<file path="config.mk">
export PLATFORM = sky130hd
export DESIGN_NAME = div_seq
export DESIGN_NICKNAME = d
export VERILOG_FILES = /design/src/rtl/core_pkg.sv /design/src/rtl/div_pkg.sv /design/src/rtl/div_step.sv /design/src/rtl/div_seq.sv
export SDC_FILE = /design/constraint.sdc
export NUM_CORES = 1
export LEC_CHECK = 0
export ABC_AREA = 0
export CORE_MARGIN = 8
export CORE_UTILIZATION = 64
export CTS_CLUSTER_SIZE = 10
export DETAILED_ROUTE_END_ITERATION = 12
export GPL_ROUTABILITY_DRIVEN = 1
export PLACE_DENSITY = 0.87
export SLEW_MARGIN = 20
export SYNTH_ARGS = -nofsm -noshare
export SYNTH_HDL_FRONTEND = slang
export SYNTH_SLANG_ARGS = --single-unit
</file>
<file path="constraint.sdc">
create_clock -name clk_i -period 17.1 [get_ports clk_i]
set_input_delay 2.565 -clock clk_i [delete_from_list [all_inputs] [get_ports clk_i]]
set_output_delay 2.565 -clock clk_i [all_outputs]
set_load 0.01 [all_outputs]
</file>
<file path="src/rtl/core_pkg.sv">
// Core-wide configuration shared by the execution units.
package core_pkg;

    localparam int unsigned DATA_WIDTH = 32;

endpackage

</file>
<file path="src/rtl/div_pkg.sv">
// Types and special-case result fills for the sequential divider.
package div_pkg;

    typedef enum logic [1:0] {
        DIV  = 2'b00,
        DIVU = 2'b01,
        REM  = 2'b10,
        REMU = 2'b11
    } div_op_t;

    typedef enum logic [1:0] {
        IDLE = 2'b00,
        CALC = 2'b01,
        DONE = 2'b10
    } div_state_t;

    // Fill bits replicated to DATA_WIDTH: quotient of x/0 is all-ones,
    // remainder of MIN/-1 is zero.
    localparam logic DIVZ_QUOT_FILL = 1'b1;
    localparam logic OVF_REM_FILL   = 1'b0;

endpackage

</file>
<file path="src/rtl/div_step.sv">
// One restoring-division iteration: shift in the next dividend bit, trial subtract, emit quotient bit.
module div_step #(
    parameter int unsigned DATA_WIDTH = core_pkg::DATA_WIDTH
) (
    input  logic [DATA_WIDTH-1:0] rem_i,
    input  logic [DATA_WIDTH-1:0] quo_i,
    input  logic [DATA_WIDTH-1:0] divisor_i,
    output logic [DATA_WIDTH-1:0] rem_o,
    output logic [DATA_WIDTH-1:0] quo_o
);

    logic [DATA_WIDTH:0] partial;
    logic [DATA_WIDTH:0] diff;
    logic                q_bit;

    // quo_i holds the not-yet-consumed dividend bits on top and the
    // quotient bits produced so far at the bottom.
    always_comb begin
        partial = {rem_i, quo_i[DATA_WIDTH-1]};
        diff    = partial - {1'b0, divisor_i};
        q_bit   = ~diff[DATA_WIDTH];
        rem_o   = q_bit ? diff[DATA_WIDTH-1:0] : partial[DATA_WIDTH-1:0];
        quo_o   = {quo_i[DATA_WIDTH-2:0], q_bit};
    end

endmodule

</file>
<file path="src/rtl/div_seq.sv">
// Sequential radix-2 restoring divider for DIV/DIVU/REM/REMU with a valid/ready handoff to MEM.
module div_seq
    import div_pkg::*;
#(
    parameter int unsigned DATA_WIDTH = core_pkg::DATA_WIDTH
) (
    input  logic                  clk_i,
    input  logic                  rstn_i,
    input  logic                  start_i,
    input  logic [1:0]            op_i,
    input  logic [DATA_WIDTH-1:0] dividend_i,
    input  logic [DATA_WIDTH-1:0] divisor_i,
    input  logic                  flush_i,
    input  logic                  mem_ready_i,
    output logic                  ready_o,
    output logic                  busy_o,
    output logic                  valid_o,
    output logic [DATA_WIDTH-1:0] result_o
);

    localparam int unsigned      CNT_W    = $clog2(DATA_WIDTH);
    localparam logic [CNT_W-1:0] CNT_LAST = CNT_W'(DATA_WIDTH - 1);

    div_state_t            state_q, state_d;
    logic [CNT_W-1:0]      cnt_q, cnt_d;
    logic [DATA_WIDTH-1:0] divisor_q, divisor_d;
    logic [DATA_WIDTH-1:0] quo_q, quo_d;
    logic [DATA_WIDTH-1:0] rem_q, rem_d;
    logic [DATA_WIDTH-1:0] res_q, res_d;
    logic                  is_rem_q, is_rem_d;
    logic                  neg_q, neg_d;

    logic [DATA_WIDTH-1:0] step_rem, step_quo;
    logic [DATA_WIDTH-1:0] a_abs, b_abs, min_neg;
    logic [DATA_WIDTH-1:0] quo_fix, rem_fix;
    div_op_t               op;
    logic                  signed_op, is_rem_op, a_neg, b_neg, overflow;
    logic                  ready_int, busy_int, valid_int;

    div_step #(
        .DATA_WIDTH(DATA_WIDTH)
    ) u_div_step (
        .rem_i    (rem_q),
        .quo_i    (quo_q),
        .divisor_i(divisor_q),
        .rem_o    (step_rem),
        .quo_o    (step_quo)
    );

    always_comb begin
        op        = div_op_t'(op_i);
        signed_op = (op == DIV) || (op == REM);
        is_rem_op = (op == REM) || (op == REMU);
        a_neg     = signed_op && dividend_i[DATA_WIDTH-1];
        b_neg     = signed_op && divisor_i[DATA_WIDTH-1];
        a_abs     = a_neg ? ('0 - dividend_i) : dividend_i;
        b_abs     = b_neg ? ('0 - divisor_i) : divisor_i;
        min_neg   = {1'b1, {(DATA_WIDTH-1){1'b0}}};
        overflow  = signed_op && (dividend_i == min_neg) && (divisor_i == '1);
        // neg_q already folds in the op: remainder follows the dividend, quotient the sign xor
        quo_fix   = neg_q ? ('0 - step_quo) : step_quo;
        rem_fix   = neg_q ? ('0 - step_rem) : step_rem;
    end

    always_comb begin
        state_d   = state_q;
        cnt_d     = cnt_q;
        divisor_d = divisor_q;
        quo_d     = quo_q;
        rem_d     = rem_q;
        res_d     = res_q;
        is_rem_d  = is_rem_q;
        neg_d     = neg_q;
        ready_int = 1'b0;
        busy_int  = 1'b0;
        valid_int = 1'b0;

        unique case (state_q)
            IDLE: begin
                ready_int = 1'b1;
                if (start_i && !flush_i) begin
                    is_rem_d = is_rem_op;
                    if (divisor_i == '0) begin
                        res_d   = is_rem_op ? dividend_i : {DATA_WIDTH{DIVZ_QUOT_FILL}};
                        state_d = DONE;
                    end else if (overflow) begin
                        res_d   = is_rem_op ? {DATA_WIDTH{OVF_REM_FILL}} : dividend_i;
                        state_d = DONE;
                    end else begin
                        rem_d     = '0;
                        quo_d     = a_abs;
                        divisor_d = b_abs;
                        neg_d     = is_rem_op ? a_neg : (a_neg ^ b_neg);
                        cnt_d     = CNT_LAST;
                        state_d   = CALC;
                    end
                end
            end
            CALC: begin
                busy_int = 1'b1;
                rem_d    = step_rem;
                quo_d    = step_quo;
                cnt_d    = cnt_q - 1'b1;
                if (cnt_q == '0) begin
                    res_d   = is_rem_q ? rem_fix : quo_fix;
                    state_d = DONE;
                end
            end
            DONE: begin
                busy_int  = 1'b1;
                valid_int = 1'b1;
                if (mem_ready_i) begin
                    state_d = IDLE;
                end
            end
            default: begin
                state_d = IDLE;
            end
        endcase

        if (flush_i) begin
            state_d = IDLE;
        end
    end

    // Outputs are gated by rstn_i so they drop in the same cycle reset asserts.
    assign ready_o  = rstn_i && ready_int;
    assign busy_o   = rstn_i && busy_int;
    assign valid_o  = rstn_i && valid_int;
    assign result_o = valid_o ? res_q : '0;

    always_ff @(posedge clk_i or negedge rstn_i) begin
        if (!rstn_i) begin
            state_q   <= IDLE;
            cnt_q     <= '0;
            divisor_q <= '0;
            quo_q     <= '0;
            rem_q     <= '0;
            res_q     <= '0;
            is_rem_q  <= 1'b0;
            neg_q     <= 1'b0;
        end else begin
            state_q   <= state_d;
            cnt_q     <= cnt_d;
            divisor_q <= divisor_d;
            quo_q     <= quo_d;
            rem_q     <= rem_d;
            res_q     <= res_d;
            is_rem_q  <= is_rem_d;
            neg_q     <= neg_d;
        end
    end

endmodule

</file>
# Word-level counts from Yosys, hierarchy flattened
# Cells that the tools add are included.
[totals]
reg_bits = 137
in_bits = 71
output_inout_bits = 35
word_cells = 91
[classes]
add_sub_neg = 6
eq_ne = 14
n_mux = 37
bitwise_logic = 4
reduce_logical = 22
[op_table]
columns = ["cell", "count"]
rows = [
  ["$mux W32", 19],
  ["$pmux W32 S2", 3],
  ["$sub A1 B32 Y32 const A", 4],
  ["$eq A32 B32 Y1 const B", 2],
  ["$sub A33 B32 Y33", 1],
  ["$logic_not A32 Y1", 1],
  ["$mux W5", 3],
  ["$mux W2", 6],
  ["$ne A3 B3 Y1 const B", 4],
  ["$reduce_and A4 Y1", 3],
  ["$pmux W5 S2", 1],
  ["$logic_and A1 B1 Y1", 8],
  ["$ne A2 B2 Y1 const B", 4],
  ["$eq A2 B2 Y1 const B", 3],
  ["$pmux W2 S3", 1],
  ["$logic_not A5 Y1", 1],
  ["$sub A5 B1 Y5 const B", 1],
  ["$logic_not A2 Y1", 2],
  ["$mux W1", 4],
  ["$not A1 Y1", 3],
  ["$reduce_and A3 Y1", 1],
  ["$eq A2 B1 Y1 const B", 1],
  ["$logic_or A1 B1 Y1", 2],
  ["$reduce_and A2 Y1", 1],
  ["other kinds (4)", 4],
]

# Logic depth before layout (Yosys ltp)
[logic_depth]
word_depth = 9
ltp_mapped = 25
depth_no_buf = 22

# By module
# A second synthesis with hierarchy kept.
[unflattened]
hier_cells = 1486
hier_area_um2 = 12051.6
[modules_own_cells]
columns = ["module", "instances", "cells_per_inst", "area_each_um2"]
rows = [
  ["div_seq", 1, 1147, 9391.5],
  ["div_step", 1, 339, 2660.1],
]

# Worst setup path after synthesis
# No wires, ideal clock.
[synth_path]
path_kind = "input to register"
start = "input port dividend_i[22]"
end = "register rem_q[8]"
setup_ns = 0.110
arrival_ns = 5.462
t_required_ns = 16.990
setup_slack_ns = 11.528
cell_stages = 12
path_cell_list = "or4_1 > or4_1 > nor4_1 > nand2b_1 > o31a_1 > inv_1 > nor2_1 > a21oi_1 > clkbuf_1 > buf_1 > nand2_1 > o41ai_1"
[synth_via]
elab_chain_cells = 5
[synth_lines]
columns = ["element", "line", "text"]
rows = [
  ["start: declaration", "div_seq.sv:11", "input logic [DATA_WIDTH-1:0] dividend_i,"],
  ["$eq A32 B32 Y1", "div_seq.sv:59", "overflow = signed_op && (dividend_i == min_neg) && (divisor_i == '1);"],
  ["$logic_and A1 B1 Y1 (2 in a row)", "div_seq.sv:59", ""],
  ["$ne A2 B2 Y1 (no source line)", "-", ""],
  ["$reduce_and A4 Y1 (no source line)", "-", ""],
  ["end signal: assignment", "div_seq.sv:147", "rem_q <= rem_d;"],
  ["end: declaration", "div_seq.sv:28", "logic [DATA_WIDTH-1:0] rem_q, rem_d;"],
]
# Every way passes these cells.
# A chain may end at the register's enable or synchronous reset.

# Final worst setup path
[layout_path]
start = "input port divisor_i[13]"
end = "register cnt_q[3]"
[layout_via]
elab_chain_cells = 4
elab_cells_between_ends = 6
classes_between = "eq/ne: 3; reduce/logical: 3"
[layout_lines]
columns = ["element", "line", "text"]
rows = [
  ["start: declaration", "div_seq.sv:12", "input logic [DATA_WIDTH-1:0] divisor_i,"],
  ["$eq A32 B32 Y1", "div_seq.sv:59", ""],
  ["$logic_and A1 B1 Y1", "div_seq.sv:59", ""],
  ["$ne A2 B2 Y1 (no source line)", "-", ""],
  ["$reduce_and A4 Y1 (no source line) (*)", "-", ""],
  ["end signal: assignment", "div_seq.sv:144", "cnt_q <= cnt_d;"],
  ["end: declaration", "div_seq.sv:25", "logic [CNT_W-1:0] cnt_q, cnt_d;"],
]
# Every way passes the cells marked *; elsewhere a longest branch is shown, timed or not.

==> flow_summary.ini <==
[status]
outcome = finished, final reports clean

[power]
ir_drop_v = 0.0000861
power_density_nw_per_um2 = 137
power.leakage_nw = 5.83

[sta]
rsz0062_at_grt = false
fmax_mhz = 145
timing.slew.headroom_pct = 32.0
finalSetupTns_ns = 0
drv_slew = 0
skew_ns = 0.0113
fin_crit_sh_pct = 40.3
setup_slack_ns = 10.20
final_hold_viol_count = 0
period_needed_ns = 6.90
worst_pin_slew_ns = 1.01
setup_viol = 0

[clock_tree]
ctsHoldBuffers = 0
h-tree-depth = 4
cts_setup_buffers = 0
cts_root_buf = clkbuf_16
cts_buffers = 17
clkTransAtPathRegs_ns = 0.07
cts_tree = done
cts_buffer_depth = 2
clock_sinks = 137
clk_latency_ns = 0.44
post_cts_resized = 0

[die]
ios = 106
core_area_um2 = 18600
die_h_um = 154
floorplan.rows = 50
start_util_pct = 64.9
die_area_um2 = 23600
die_w_um = 154

[synthesis]
async_flop_share_pct = 100
yosysSeqAreaShare_pct = 28.3
ys_ff_latch = 137
synth_flop_cell = dfrtp_1
synth_edf_count = 0
syn_area_per_cell_um2 = 7.65
synthesis.nets = 1697
synth.cell_area_um2 = 12100
synth_cell_types = 79
syn_inst = 1583
yosys_warnings = 0

[finish]
nets = 1745
mostFrequentLayoutCells = 193 x nand2_1, 179 x o21ai_0, 137 x dfrtp_1
layout_commonest_cell = nand2_1
drive_above_1_share_pct = 5.41
post-route-util_pct = 74.5
num_antenna_cells = 0
nFillCells = 1434
syn_to_final_growth_pct = 14.7

[routing]
wl_per_cell_um = 20.1
antenna_left = 0
drt_first_pass_iters = 6
wl_met1_um = 15500
viasPerCell = 6.68
num_vias = 12500
wl_um = 37700
topRoutingLayerUsed = met4
dr_wl_met3_um = 2920
drcViolationCount = 0
dr_wl_met2_um = 17800
first_iter_violations = 1256

[worst_setup_path]
cp-start-kind = input pin
path_buf_inv = 4
max_stage_delay_ns = 0.69
end_kind = flip-flop
critPathKind = in2reg
crit_slowest_cell = buf_4
path_cells = clkdlybuf4s50_1, or4_1, nor4_1, nor4b_1, nand3_1, o31a_1, inv_1, nor2_4, buf_4, a21oi_4, buf_4, nor4_1, xnor2_1, o21ai_0
cp_data_required_time_ns = 17.40
arrival_ns = 7.20
cp_max_fo = 77
critPathTopFamily = simple AND/OR/NAND/NOR gates

[placement]
hpwl_um = 27700
gp_congestion = 0.913
io_buffer_count = 105
dpl_worst_slack_ns = 9.88

[global_routing]
grt_max_degree = 106
grt_pass1_wl_um = 61400
grt_pass1_vias = 12000
grt_use_total_pct = 31.6
grt-ovfl-total = 0
grt_antenna_before_repair = 0

[flow_run]
cap_violations = 0

[worst_hold_path]
hp-class = reg2reg
==> sequential cells by signal (all words and copies together), names as in the netlist <==
name,count
quo_q,32
divisor_q,32
is_rem_q,1
state_q,2
neg_q,1
rem_q,32
cnt_q,5
res_q,32
==> through the flow <==
stage | hold slack, ns | power, W | instance area, um^2 | std cells
floorplan | 0.436 | 0.00121 | 12100 | 1583
global placement | 0.457 | 0.00145 | 13300 | 1846
detailed placement | 0.464 | 0.00148 | 13300 | 1846
CTS | 0.476 | 0.00188 | 13900 | 1878
global route | 0.500 | 0.00203 | 13900 | 1878
finish | 0.473 | 0.00190 | 13900 | 1878
==> layer usage <==
metal	up-vias	track usage, %
met5	-	0
met4	0	13.9
met3	127	5.94
met2	622	51.8
met1	5881	40.0
li1	5906	-
==> where the power goes <==
group	internal, W	total (W)	switching [W]
combinational	0.000352	0.000970	0.000618
sequential	0.000439	0.000533	0.0000937
clock	0.000245	0.000400	0.000155
total	0.00104	0.00190	0.000867
==> final cells by class <==
class / instances / area (um^2) / area share [%]
Inverter: 63 / 236 / 1.70
Timing Repair Buffer: 124 / 1190 / 8.61
Sequential cell: 137 / 3430 / 24.7
Tap cell: 234 / 293 / 2.11
Clock buffer: 18 / 429 / 3.09
Clock inverter: 14 / 196 / 1.41
Multi-Input combinational cell: 1288 / 8110 / 58.4
==> kinds of logic (layout without fill, tap and decap cells) <==
family / Yosys count / after routing / synth area share, %
compound gates: 542 / 542 / 28.5
xor+xnor: 125 / 125 / 9.04
fa+ha+maj: 45 / 45 / 4.67
buf+inv: 158 / 219 / 4.99
flops: 137 / 137 / 28.3
mux: 28 / 28 / 2.51
simple gates: 548 / 548 / 22.0
==> worst paths after layout <==
kind / slack [ns] / to / start / cells past startpoint
worst max-delay path: 10.20 / cnt_q[3]$_DFFE_PN0P_ / divisor_i[13] / 14
worst min-delay path: 0.47 / res_q[14]$_DFFE_PN0P_ / res_q[14]$_DFFE_PN0P_ / 2
worst max register to register: 10.53 / res_q[28]$_DFFE_PN0P_ / quo_q[31]$_DFFE_PN0P_ / 26
worst min register to register: 0.47 / res_q[14]$_DFFE_PN0P_ / res_q[14]$_DFFE_PN0P_ / 2
max in group asynchronous: 13.47 / quo_q[17]$_DFFE_PN0P_ / rstn_i / 2
min in group asynchronous: 2.19 / divisor_q[29]$_DFFE_PN0P_ / rstn_i / 1
==> worst reg2reg max path, stage by stage, from the launching register on <==
cell and delay, ns:
dfrtp_1 0.45, inv_1 0.16, ha_1 0.24, fa_1 0.40, and2b_1 0.27, o31ai_2 0.14
a21o_1 0.25, a2111oi_4 0.52, nor3_2 0.07, buf_4 0.23, nor2_2 0.11, buf_4 0.41
inv_1 0.18, buf_4 0.30, nand2_1 0.13, o21ai_0 0.16, inv_1 0.10, ha_1 0.26
nand2_1 0.14, nor3_1 0.16, o21ai_0 0.13, a222oi_1 0.37, buf_4 0.24, nand2_2 0.07
or4_1 0.48, a211oi_1 0.41, o21ai_1 0.09
==> synth_stat cells, types with 12 or more instances <==
| library cell | number | share of area [%] |
|---|---|---|
| o21a_1 | 14 | 0.87 |
| xor2_1 | 68 | 4.9 |
| a21o_1 | 18 | 1.1 |
| mux2i_1 | 18 | 1.5 |
| nand4_1 | 17 | 0.88 |
| and3_1 | 37 | 1.9 |
| or3_1 | 26 | 1.3 |
| or4_1 | 12 | 0.74 |
| ha_1 | 42 | 4.3 |
| nand3_1 | 33 | 1.4 |
| o41ai_1 | 13 | 0.94 |
| a22oi_1 | 29 | 1.8 |
| nor3_1 | 38 | 1.6 |
| a21oi_1 | 104 | 4.3 |
| xnor2_1 | 57 | 4.1 |
| o31ai_1 | 55 | 3.4 |
| a31oi_1 | 30 | 1.6 |
| dfrtp_1 | 137 | 28 |
| and2_1 | 18 | 0.93 |
| a211oi_1 | 16 | 0.99 |
| nand2_1 | 193 | 6.0 |
| nor2_1 | 106 | 3.3 |
| clkbuf_1 | 82 | 2.5 |
| o21ai_0 | 179 | 7.4 |
| nor4_1 | 15 | 0.78 |
| inv_1 | 62 | 1.9 |
No activity file was read; power rests on OpenSTA's default activity.
